==> src/rtl/mux_sel_sequencer_pkg.sv <==
// Shared definitions for the mux select sequencer.
//   - mode_e     : operating modes carried on the 2-bit mode input
//   - NUM_CH     : number of mux channels being sequenced
//   - nxt_t      : result of the next-channel search (channel plus wrap flag)
//   - next_chan(): priority search for the next enabled channel after sel
package mux_sel_sequencer_pkg;

    localparam int NUM_CH = 4;

    typedef enum logic [1:0] {
        MODE_AUTO   = 2'b00,
        MODE_MANUAL = 2'b01,
        MODE_STEP   = 2'b10,
        MODE_HOLD   = 2'b11
    } mode_e;

    typedef struct packed {
        logic       wrap;
        logic [1:0] chan;
    } nxt_t;

    // Looks at sel+1, sel+2, sel+3, sel+4 (mod 4) and returns the first
    // enabled index. The loop runs from the farthest candidate down to the
    // nearest so the nearest hit is the one left standing. sel+4 is sel
    // itself, so a lone enabled current channel is found and counts as a wrap.
    // With mask==0 the result is meaningless; callers must not advance then.
    function automatic nxt_t next_chan(input logic [1:0] sel, input logic [3:0] mask);
        nxt_t       r;
        logic [1:0] idx;
        r.chan = sel;
        r.wrap = 1'b0;
        for (int k = 4; k >= 1; k--) begin
            idx = sel + 2'(k);
            if (mask[idx]) begin
                r.chan = idx;
            end
        end
        r.wrap = (r.chan <= sel);
        return r;
    endfunction

endpackage

==> src/rtl/mux_sel_sequencer_if.sv <==
// Bundle of the sequencer's control inputs and mux-facing outputs.
//   mode[1:0], man_sel[1:0], step_btn, mask[3:0]  : controls toward the sequencer
//   s1, s2, an_n[3:0], tick, frame_done            : outputs from the sequencer
// master = the side that drives the controls, slave = the sequencer itself.
interface mux_sel_sequencer_if;
    logic [1:0] mode;
    logic [1:0] man_sel;
    logic       step_btn;
    logic [3:0] mask;
    logic       s1;
    logic       s2;
    logic [3:0] an_n;
    logic       tick;
    logic       frame_done;

    modport master (
        output mode, man_sel, step_btn, mask,
        input  s1, s2, an_n, tick, frame_done
    );

    modport slave (
        input  mode, man_sel, step_btn, mask,
        output s1, s2, an_n, tick, frame_done
    );
endinterface

==> src/rtl/mux_sel_sequencer_sync_rise.sv <==
// sync_rise: two-flop synchroniser for an asynchronous input followed by a
// rising-edge detector. Reusable for any button-like input.
//   clk   : system clock
//   reset : asynchronous active-high reset, clears all flops
//   d     : asynchronous input
//   pulse : one-cycle high when the synchronised input goes 0->1
// pulse is combinational from the second sync flop, so it appears two edges
// after d rises and acts on the third.
module sync_rise (
    input  logic clk,
    input  logic reset,
    input  logic d,
    output logic pulse
);
    logic [1:0] sync_reg;
    logic       prev_reg;

    always_ff @(posedge clk or posedge reset) begin
        if (reset) begin
            sync_reg <= 2'b00;
            prev_reg <= 1'b0;
        end else begin
            sync_reg <= {sync_reg[0], d};
            prev_reg <= sync_reg[1];
        end
    end

    assign pulse = sync_reg[1] & ~prev_reg;
endmodule

==> src/rtl/mux_sel_sequencer.sv <==
// mux_sel_sequencer: generates the s1/s2 selects for a 4:1 mux stage.
//   clk   : system clock
//   reset : asynchronous active-high reset
//   bus   : slave side of mux_sel_sequencer_if
//           mode     00 AUTO scan, 01 MANUAL, 10 STEP on button, 11 HOLD
//           man_sel  select used in MANUAL, {s1,s2}
//           step_btn asynchronous button, rising edge steps in STEP mode
//           mask     channel enables for scan/step, also gates an_n
//           s1/s2    registered select
//           an_n     active-low one-hot of the select, gated by mask
//           tick     one-cycle pulse per prescaler period
//           frame_done one-cycle pulse when an advance wraps around
// The prescaler free-runs in every mode; the step synchroniser also runs in
// every mode so a button already held on entry to STEP does not step.
module mux_sel_sequencer
    import mux_sel_sequencer_pkg::*;
#(
    parameter int TICK_DIV = 50000,
    parameter int CNT_W    = 16
) (
    input logic                 clk,
    input logic                 reset,
    mux_sel_sequencer_if.slave  bus
);
    logic [CNT_W-1:0] cnt_reg, cnt_next;
    logic [1:0]       sel_reg, sel_next;
    logic             tick_reg;
    logic             frame_done_reg, frame_done_next;
    logic             adv_t;
    logic             step_p;
    mode_e            mode_w;
    nxt_t             nxt_w;

    assign mode_w = mode_e'(bus.mode);
    assign adv_t  = (cnt_reg == CNT_W'(TICK_DIV - 1));
    assign cnt_next = adv_t ? '0 : cnt_reg + 1'b1;
    assign nxt_w  = next_chan(sel_reg, bus.mask);

    sync_rise u_step_sync (
        .clk   (clk),
        .reset (reset),
        .d     (bus.step_btn),
        .pulse (step_p)
    );

    // Only one advance source is honoured per mode, so adv_t and step_p
    // can never both move sel in the same cycle.
    always_comb begin
        sel_next        = sel_reg;
        frame_done_next = 1'b0;
        unique case (mode_w)
            MODE_AUTO: begin
                if (adv_t && (bus.mask != 4'b0000)) begin
                    sel_next        = nxt_w.chan;
                    frame_done_next = nxt_w.wrap;
                end
            end
            MODE_MANUAL: begin
                sel_next = bus.man_sel;
            end
            MODE_STEP: begin
                if (step_p && (bus.mask != 4'b0000)) begin
                    sel_next        = nxt_w.chan;
                    frame_done_next = nxt_w.wrap;
                end
            end
            MODE_HOLD: begin
                sel_next = sel_reg;
            end
            default: begin
                sel_next = sel_reg;
            end
        endcase
    end

    always_ff @(posedge clk or posedge reset) begin
        if (reset) begin
            cnt_reg        <= '0;
            sel_reg        <= 2'b00;
            tick_reg       <= 1'b0;
            frame_done_reg <= 1'b0;
        end else begin
            cnt_reg        <= cnt_next;
            sel_reg        <= sel_next;
            tick_reg       <= adv_t;
            frame_done_reg <= frame_done_next;
        end
    end

    assign bus.s1         = sel_reg[1];
    assign bus.s2         = sel_reg[0];
    assign bus.tick       = tick_reg;
    assign bus.frame_done = frame_done_reg;

    // an_n is combinational so masking the current channel blanks it at once.
    for (genvar gi = 0; gi < NUM_CH; gi++) begin : g_an
        assign bus.an_n[gi] = ~((sel_reg == 2'(gi)) & bus.mask[gi]);
    end
endmodule

==> src/flat_wrapper.sv <==
// flat-port wrapper written by rule: the top's interface ports become plain ports
module mux_sel_sequencer_flat import mux_sel_sequencer_pkg::*;
#(
    parameter int TICK_DIV = 50000,
    parameter int CNT_W    = 16
)
  (clk, reset, bus_mode, bus_man_sel, bus_step_btn, bus_mask, bus_s1, bus_s2, bus_an_n, bus_tick, bus_frame_done);
  mux_sel_sequencer_if bus_i ();
  input logic clk;
  input logic reset;
  input wire logic [$bits(bus_i.mode)-1:0] bus_mode;
  input wire logic [$bits(bus_i.man_sel)-1:0] bus_man_sel;
  input wire logic [$bits(bus_i.step_btn)-1:0] bus_step_btn;
  input wire logic [$bits(bus_i.mask)-1:0] bus_mask;
  output wire logic [$bits(bus_i.s1)-1:0] bus_s1;
  output wire logic [$bits(bus_i.s2)-1:0] bus_s2;
  output wire logic [$bits(bus_i.an_n)-1:0] bus_an_n;
  output wire logic [$bits(bus_i.tick)-1:0] bus_tick;
  output wire logic [$bits(bus_i.frame_done)-1:0] bus_frame_done;
  assign bus_i.mode = bus_mode;
  assign bus_i.man_sel = bus_man_sel;
  assign bus_i.step_btn = bus_step_btn;
  assign bus_i.mask = bus_mask;
  assign bus_s1 = bus_i.s1;
  assign bus_s2 = bus_i.s2;
  assign bus_an_n = bus_i.an_n;
  assign bus_tick = bus_i.tick;
  assign bus_frame_done = bus_i.frame_done;
  mux_sel_sequencer #(.TICK_DIV(TICK_DIV), .CNT_W(CNT_W)) u_core (.clk(clk), .reset(reset), .bus(bus_i));
endmodule
==> config.mk <==
export PLATFORM = sky130hd
export DESIGN_NAME = mux_sel_sequencer_flat
export DESIGN_NICKNAME = d
export VERILOG_FILES = /design/src/rtl/mux_sel_sequencer_pkg.sv /design/src/rtl/mux_sel_sequencer_if.sv /design/src/rtl/mux_sel_sequencer_sync_rise.sv /design/src/rtl/mux_sel_sequencer.sv /design/src/flat_wrapper.sv
export SDC_FILE = /design/constraint.sdc
export NUM_CORES = 1
export LEC_CHECK = 0
export CORE_UTILIZATION = 47
export CTS_CLUSTER_SIZE = 12
export DETAILED_ROUTE_END_ITERATION = 7
export PLACE_DENSITY_LB_ADDON = 0.25
export SYNTH_ARGS = -nofsm -noshare
export SYNTH_HDL_FRONTEND = slang
export SYNTH_SLANG_ARGS = --single-unit
==> constraint.sdc <==
create_clock -name clk -period 2.7 [get_ports clk]
set_input_delay 0.54 -clock clk [delete_from_list [all_inputs] [get_ports clk]]
set_output_delay 0.54 -clock clk [all_outputs]
set_load 0.01 [all_outputs]
### After elaboration in Yosys (flattened, before gate mapping)

Cells that the tools add are included.
Widths: inputs -> output; s select.

* add/subtract/negate cells: 4
* magnitude comparators: 4
* mux-type cells: 16
* reductions and logical operators: 6
* equal/unequal tests: 9
* bitwise gates (word level): 11

Operator list (number)
* $add 16x1->16 const B: 1
* $eq 16x16->1 const B: 1
* $mux 16: 1
* $mux 2: 5
* $lt 2x3->1 const B: 3
* $eq 2x2->1 const B: 4
* $bmux 1 s2: 3
* $not 1->1: 6
* $pmux 2 s3: 1
* $and 1x1->1: 5
* $mux 1: 5
* $add 2x2->2 const B: 2
* $eq 2x1->1 const B: 2
* $logic_not 2->1: 2
* $ne 2x1->1 const B: 2
* $reduce_bool 4->1: 1
* $reduce_and 3->1: 1
* $add 2x1->2 const B: 1
* $le 2x2->1: 1
* $logic_and 1x1->1: 2
* $pmux 1 s2: 1

* output and inout bits: 8
* word-level logic and storage cells: 56
* input bits: 11
* bits in registers: 23

### Depth between registers and ports, before layout

* word-level depth: 9
* mapped depth: 12
* depth with buffers taken out: 11

### By module

A second synthesis with hierarchy kept.

* cell total of the unflattened synthesis: 127
* area total of the unflattened synthesis: 1278.7 um2

Modules (own cells, without submodules)
* mux_sel_sequencer: sequential area each 500.5 um2, cells each 122, area an instance 1186.1 um2, instances 1
* sync_rise: sequential area each 75.1 um2, cells each 5, area an instance 92.6 um2, instances 1

### Least setup slack after synthesis

OpenSTA, ideal clock, no wires.

* kind: register -> register
* from: register u_core.sel_reg[1]
* to: register u_core.frame_done_reg, in the netlist u_core.bus.frame_done
* clock period less this slack: 2344 ps
* buffers on the path: 1
* data required time: 2576 ps
* library setup time: 124 ps
* path slack: 356 ps
* cell stages (with the launch flop): 10
* data arrival time: 2220 ps
* path through: dfrtp_1 buf_2 inv_1 ha_1 mux2_2 a222oi_1 nor2_1 ha_1 a21oi_1 nor3_1

* word-level cells in the longest chain between the ends: 9
* elaborated cells between the ends (all ways): 16
* classes of those cells: add/sub: 3; order compare: 1; mux: 12

Ends and longest elaborated chain
* start, declared: line mux_sel_sequencer.sv:26 `logic [1:0] sel_reg, sel_next;`
* start signal, assigned: line mux_sel_sequencer.sv:84 `sel_reg <= sel_next;`
* $add 2x2->2: line mux_sel_sequencer_pkg.sv:33 `idx = sel + 2'(k);`
* $bmux 1 s2: line mux_sel_sequencer_pkg.sv:34 `if (mask[idx]) begin`
* $mux 1 (implied by the code): line mux_sel_sequencer_pkg.sv:34
* $mux 2 (3 in series): line mux_sel_sequencer_pkg.sv:34
* $le 2x2->1 *: line mux_sel_sequencer_pkg.sv:38 `r.wrap = (r.chan <= sel);`
* $mux 1 (on tied branches): line mux_sel_sequencer.sv:62, mux_sel_sequencer.sv:53
* $pmux 1 s2 *: line mux_sel_sequencer.sv:51 `unique case (mode_w)`
* net u_core.frame_done_next: line mux_sel_sequencer.sv:28 `logic frame_done_reg, frame_done_next;`
* end signal, assigned: line mux_sel_sequencer.sv:86 `frame_done_reg <= frame_done_next;`
* end, declared: line mux_sel_sequencer.sv:28

The timed path passes the listed nets; every way through them passes the cells marked *. The select of a mux whose other input is x is not followed.
A chain may end at the register's enable or synchronous reset.

### Worst setup path after layout

* from: input port bus_mask[1]
* to: register u_core.sel_reg[1]

* word-level cells in the longest chain between the ends: 7
* elaborated cells between the ends (all ways): 18
* classes of those cells: eq/ne: 2; mux: 12; reduce/logical: 4

Ends and longest elaborated chain
* start, declared: line flat_wrapper.sv:14 `input wire logic [$bits(bus_i.mask)-1:0] bus_mask;`
* $bmux 1 s2: line mux_sel_sequencer_pkg.sv:34
* $mux 1 (implied by the code): line mux_sel_sequencer_pkg.sv:34
* $mux 2 (3 in series): line mux_sel_sequencer_pkg.sv:34
* $mux 2 (on tied branches): line mux_sel_sequencer.sv:62, mux_sel_sequencer.sv:53
* $pmux 2 s3: line mux_sel_sequencer.sv:51

Several ways; a longest one is shown, not always the timed one. The select of a mux whose other input is x is not followed.

==> impl_metrics.yaml <==
run_status:
  status: "finished, final reports clean"
cts:
  clock_path_buffers: 2
  cts_root_buf: "clkbuf_4"
  post_cts_buffers: 0
  cts_buffers: 3
  cts.sink_count: 23
  h-tree-depth: 1
  clk-insertion-delay-late_ns: 0.30
  clk_pin_slew_ns: 0.12
  post_cts_resized: 0
  hold_buffers: 0
  cts_tree: "built"
timing:
  setup_violations: 0
  setup_tns_ns: 0
  period_share: 0.8438
  min_period_ns: 2.278
  tightest_slew_ns: 0.8454
  relSlewSlack: 0.4358
  slew_violations: 0
  skew_ns: 0.001972
  holdWs_ns: 0.3698
  max_freq_mhz: 438.9
  finalHoldViolCount: 0
  rsz0062_at_grt: "false"
min_path:
  hold_class: "flop to flop"
  hold_path.startpoint: "u_core.u_step_sync.sync_reg[0]"
  holdPathStages: 0
cells_and_area:
  final_nets: 166
  drive_gt1_frac: 0.09524
  syn_to_final_growth_pct: 18.95
  diodes: 0
  largest_reg_flops: 16
grt:
  grt_first_pass_wirelength_um: 3657
  antenna_found_initial: 0
  grt_max_degree: 24
  grt_overflow_total: 0
  first_global_vias: 848
  grtUsageTotal: 0.1771
routing:
  avgRoutedWirePerCell_um: 12.98
  dr.pass1.iters: 4
  via_count: 957
  drt_wl_total_um: 2298
  vias_per_cell: 5.407
  ant_nets: 0
  drt_iter0_drc: 18
  drc_errors: 0
floorplanning:
  rows: 18
  io_pins: 19
  dieWidth_um: 53.93
  die_h_um: 53.93
  die-area_um2: 2908
  core-area_um2: 2522
  initial_core_util: 0.5025
pwr:
  p_leak_nw: 0.6870
  peakVddDrop_mv: 0.4000
  seqPwrFrac: 0.503
  switching_share: 0.2820
  powerDensity_nw_per_um2: 469.8
  p_int_uw: 508.5
  power.switching_uw: 199.7
  share_comb_of_total_power: 0.278
  clkPwrFrac: 0.219
setup_path:
  crit_required_ns: 2.90
  slowest_delay_ns: 0.51
  worstPathBufferInverterCount: 1
  setup.worst_path.start_class: "primary input"
  critPathTopFamily: "multiplexers"
  r2r_cells: 8
  path_class: "primary input to flop"
  setup.worst_path.start: "bus_mask[1]"
  crit_fanout: 6
  cp_slowest_cell: "clkdlybuf4s50_1"
  end_kind: "flop"
  crit_cells: 6
  crit_chain: "clkdlybuf4s50_1 -> nor4_1 -> nor2_1 -> a21oi_2 -> mux2_1 -> mux2_2"
  cp.arrival_ns: 2.48
  r2r_start: "u_core.sel_reg[1]"
yosys:
  synth_edf_count: 0
  synth_fp_nets: 144
  synthSimpleGateAreaFrac: 0.2251
  syn_inst: 126
  synth_top_family_by_area: "simple AND/OR/NAND/NOR gates"
  synthAdderAreaFrac: 0.06910
  yosys.area_share.xor_xnor: 0.09674
  synth_seq_cells: 23
  synth_mux_area_frac: 0.04738
  synth_ff_type: "dfrtp_1"
  yosys_warnings: 0
  syn_avg_cell_area_um2: 10.06
  ys_seq_area_frac: 0.4541
  synth_compound_area_frac: 0.07404
  ys_async_sr_fraction: 1.000
  synth_area_um2: 1267
  synthDistinctLibCells: 35
place:
  place.gp.congestion: 0.7819
  io_buffers: 18
  dpl.hpwl_um: 1690
run:
  cap_violations: 0
==> final cells by class <==
cell class | count | area [µm²]
flip-flops and latches | 23 | 575.6
well taps | 30 | 37.54
fillers | 224 | 1015
clock buffers | 3 | 22.52
inverters | 6 | 22.52
repair buffers | 20 | 195.2
clock inverters | 1 | 5.005
multi-input cells | 94 | 649.4
==> power by group through the flow <==
stage	clock (mW)	combinational, mW	sequential (mW)
after floorplan	0	0.124	0.369
after global placement	0	0.193	0.363
after detailed placement	0	0.197	0.363
after CTS	0.164	0.197	0.357
after global routing	0.172	0.223	0.357
final	0.155	0.197	0.356
==> stage by stage <==
| stage | worst slack [ns] | utilization | cell area (µm²) | power (mW) | cells |
|---|---|---|---|---|---|
| 3_3_place_gp | 0.1189 | 0.5868 | 1480 | 0.5553 | 173 |
| 4_1_cts | 0.4400 | 0.5977 | 1508 | 0.7184 | 177 |
| 6_report | 0.4218 | 0.5977 | 1508 | 0.7083 | 177 |
| 3_5_place_dp | 0.09839 | 0.5868 | 1480 | 0.5600 | 173 |
| 2_1_floorplan | 0.3559 | - | 1267 | 0.4925 | 126 |
| 5_1_grt | 0.3153 | 0.5977 | 1508 | 0.7527 | 177 |
==> layer usage <==
layer  vias to the layer above  track usage  routed length [µm]
met1                       460       0.2198                1091
li1                        474            -                   -
met4                         0      0.06579                  18
met2                        21       0.3086                1115
met5                         -            0                   0
met3                         2      0.02542                  72
==> cells in the mapped netlist, types with 2 or more instances <==
library cell  instances  area, µm²
a21oi_1               3      15.01
and3_1                2      12.51
dfrtp_1              23      575.6
ha_1                  7      87.58
inv_1                 6      22.52
mux2_2                3      33.78
nand2_1               9      33.78
nand3_1               6      30.03
nand4_1               2      12.51
nor2_1               19      71.32
nor2b_1               4      25.02
nor3_1                3      15.01
nor4_1                2      12.51
o21ai_0               3      15.01
o32ai_1               2      17.52
xnor2_1               6      52.55
xor2_1                8      70.07
==> cells by family (layout without fill, tap and decap cells) <==
family	Yosys count	count (layout)
adders and majority gates	7	7
AOI/OAI and AO/OA	13	13
and+or+nand+nor	55	55
xor gates and xnor gates	14	14
DFF	23	23
muxes	5	5
buffers and inverters	9	30
==> final timing paths <==
| check | slack [ns] | end |
|---|---|---|
| max | 0.42 | u_core.sel_reg[1] |
| min | 0.37 | u_core.u_step_sync.sync_reg[1] |
| max reg2reg | 0.47 | u_core.bus.frame_done |
| min reg2reg | 0.37 | u_core.u_step_sync.sync_reg[1] |
| max in group asynchronous | 1.49 | u_core.cnt_reg[2] |
| min in group asynchronous | 0.69 | u_core.cnt_reg[9] |
==> placed cells by master, fill, tap and decap left out, drive strengths merged, types with 2 or more instances in the layout <==
cell,count
dfrtp,23
nor2,19
clkdlybuf4s50,18
nand2,9
xor2,8
ha,7
nand3,6
xnor2,6
inv,6
mux2,5
nor2b,4
a21oi,4
nor3,3
o21ai,3
clkbuf,3
and3,2
nand4,2
nor4,2
o32ai,2
buf,2
nor4b,2
No activity file was read; power rests on OpenSTA's default activity.
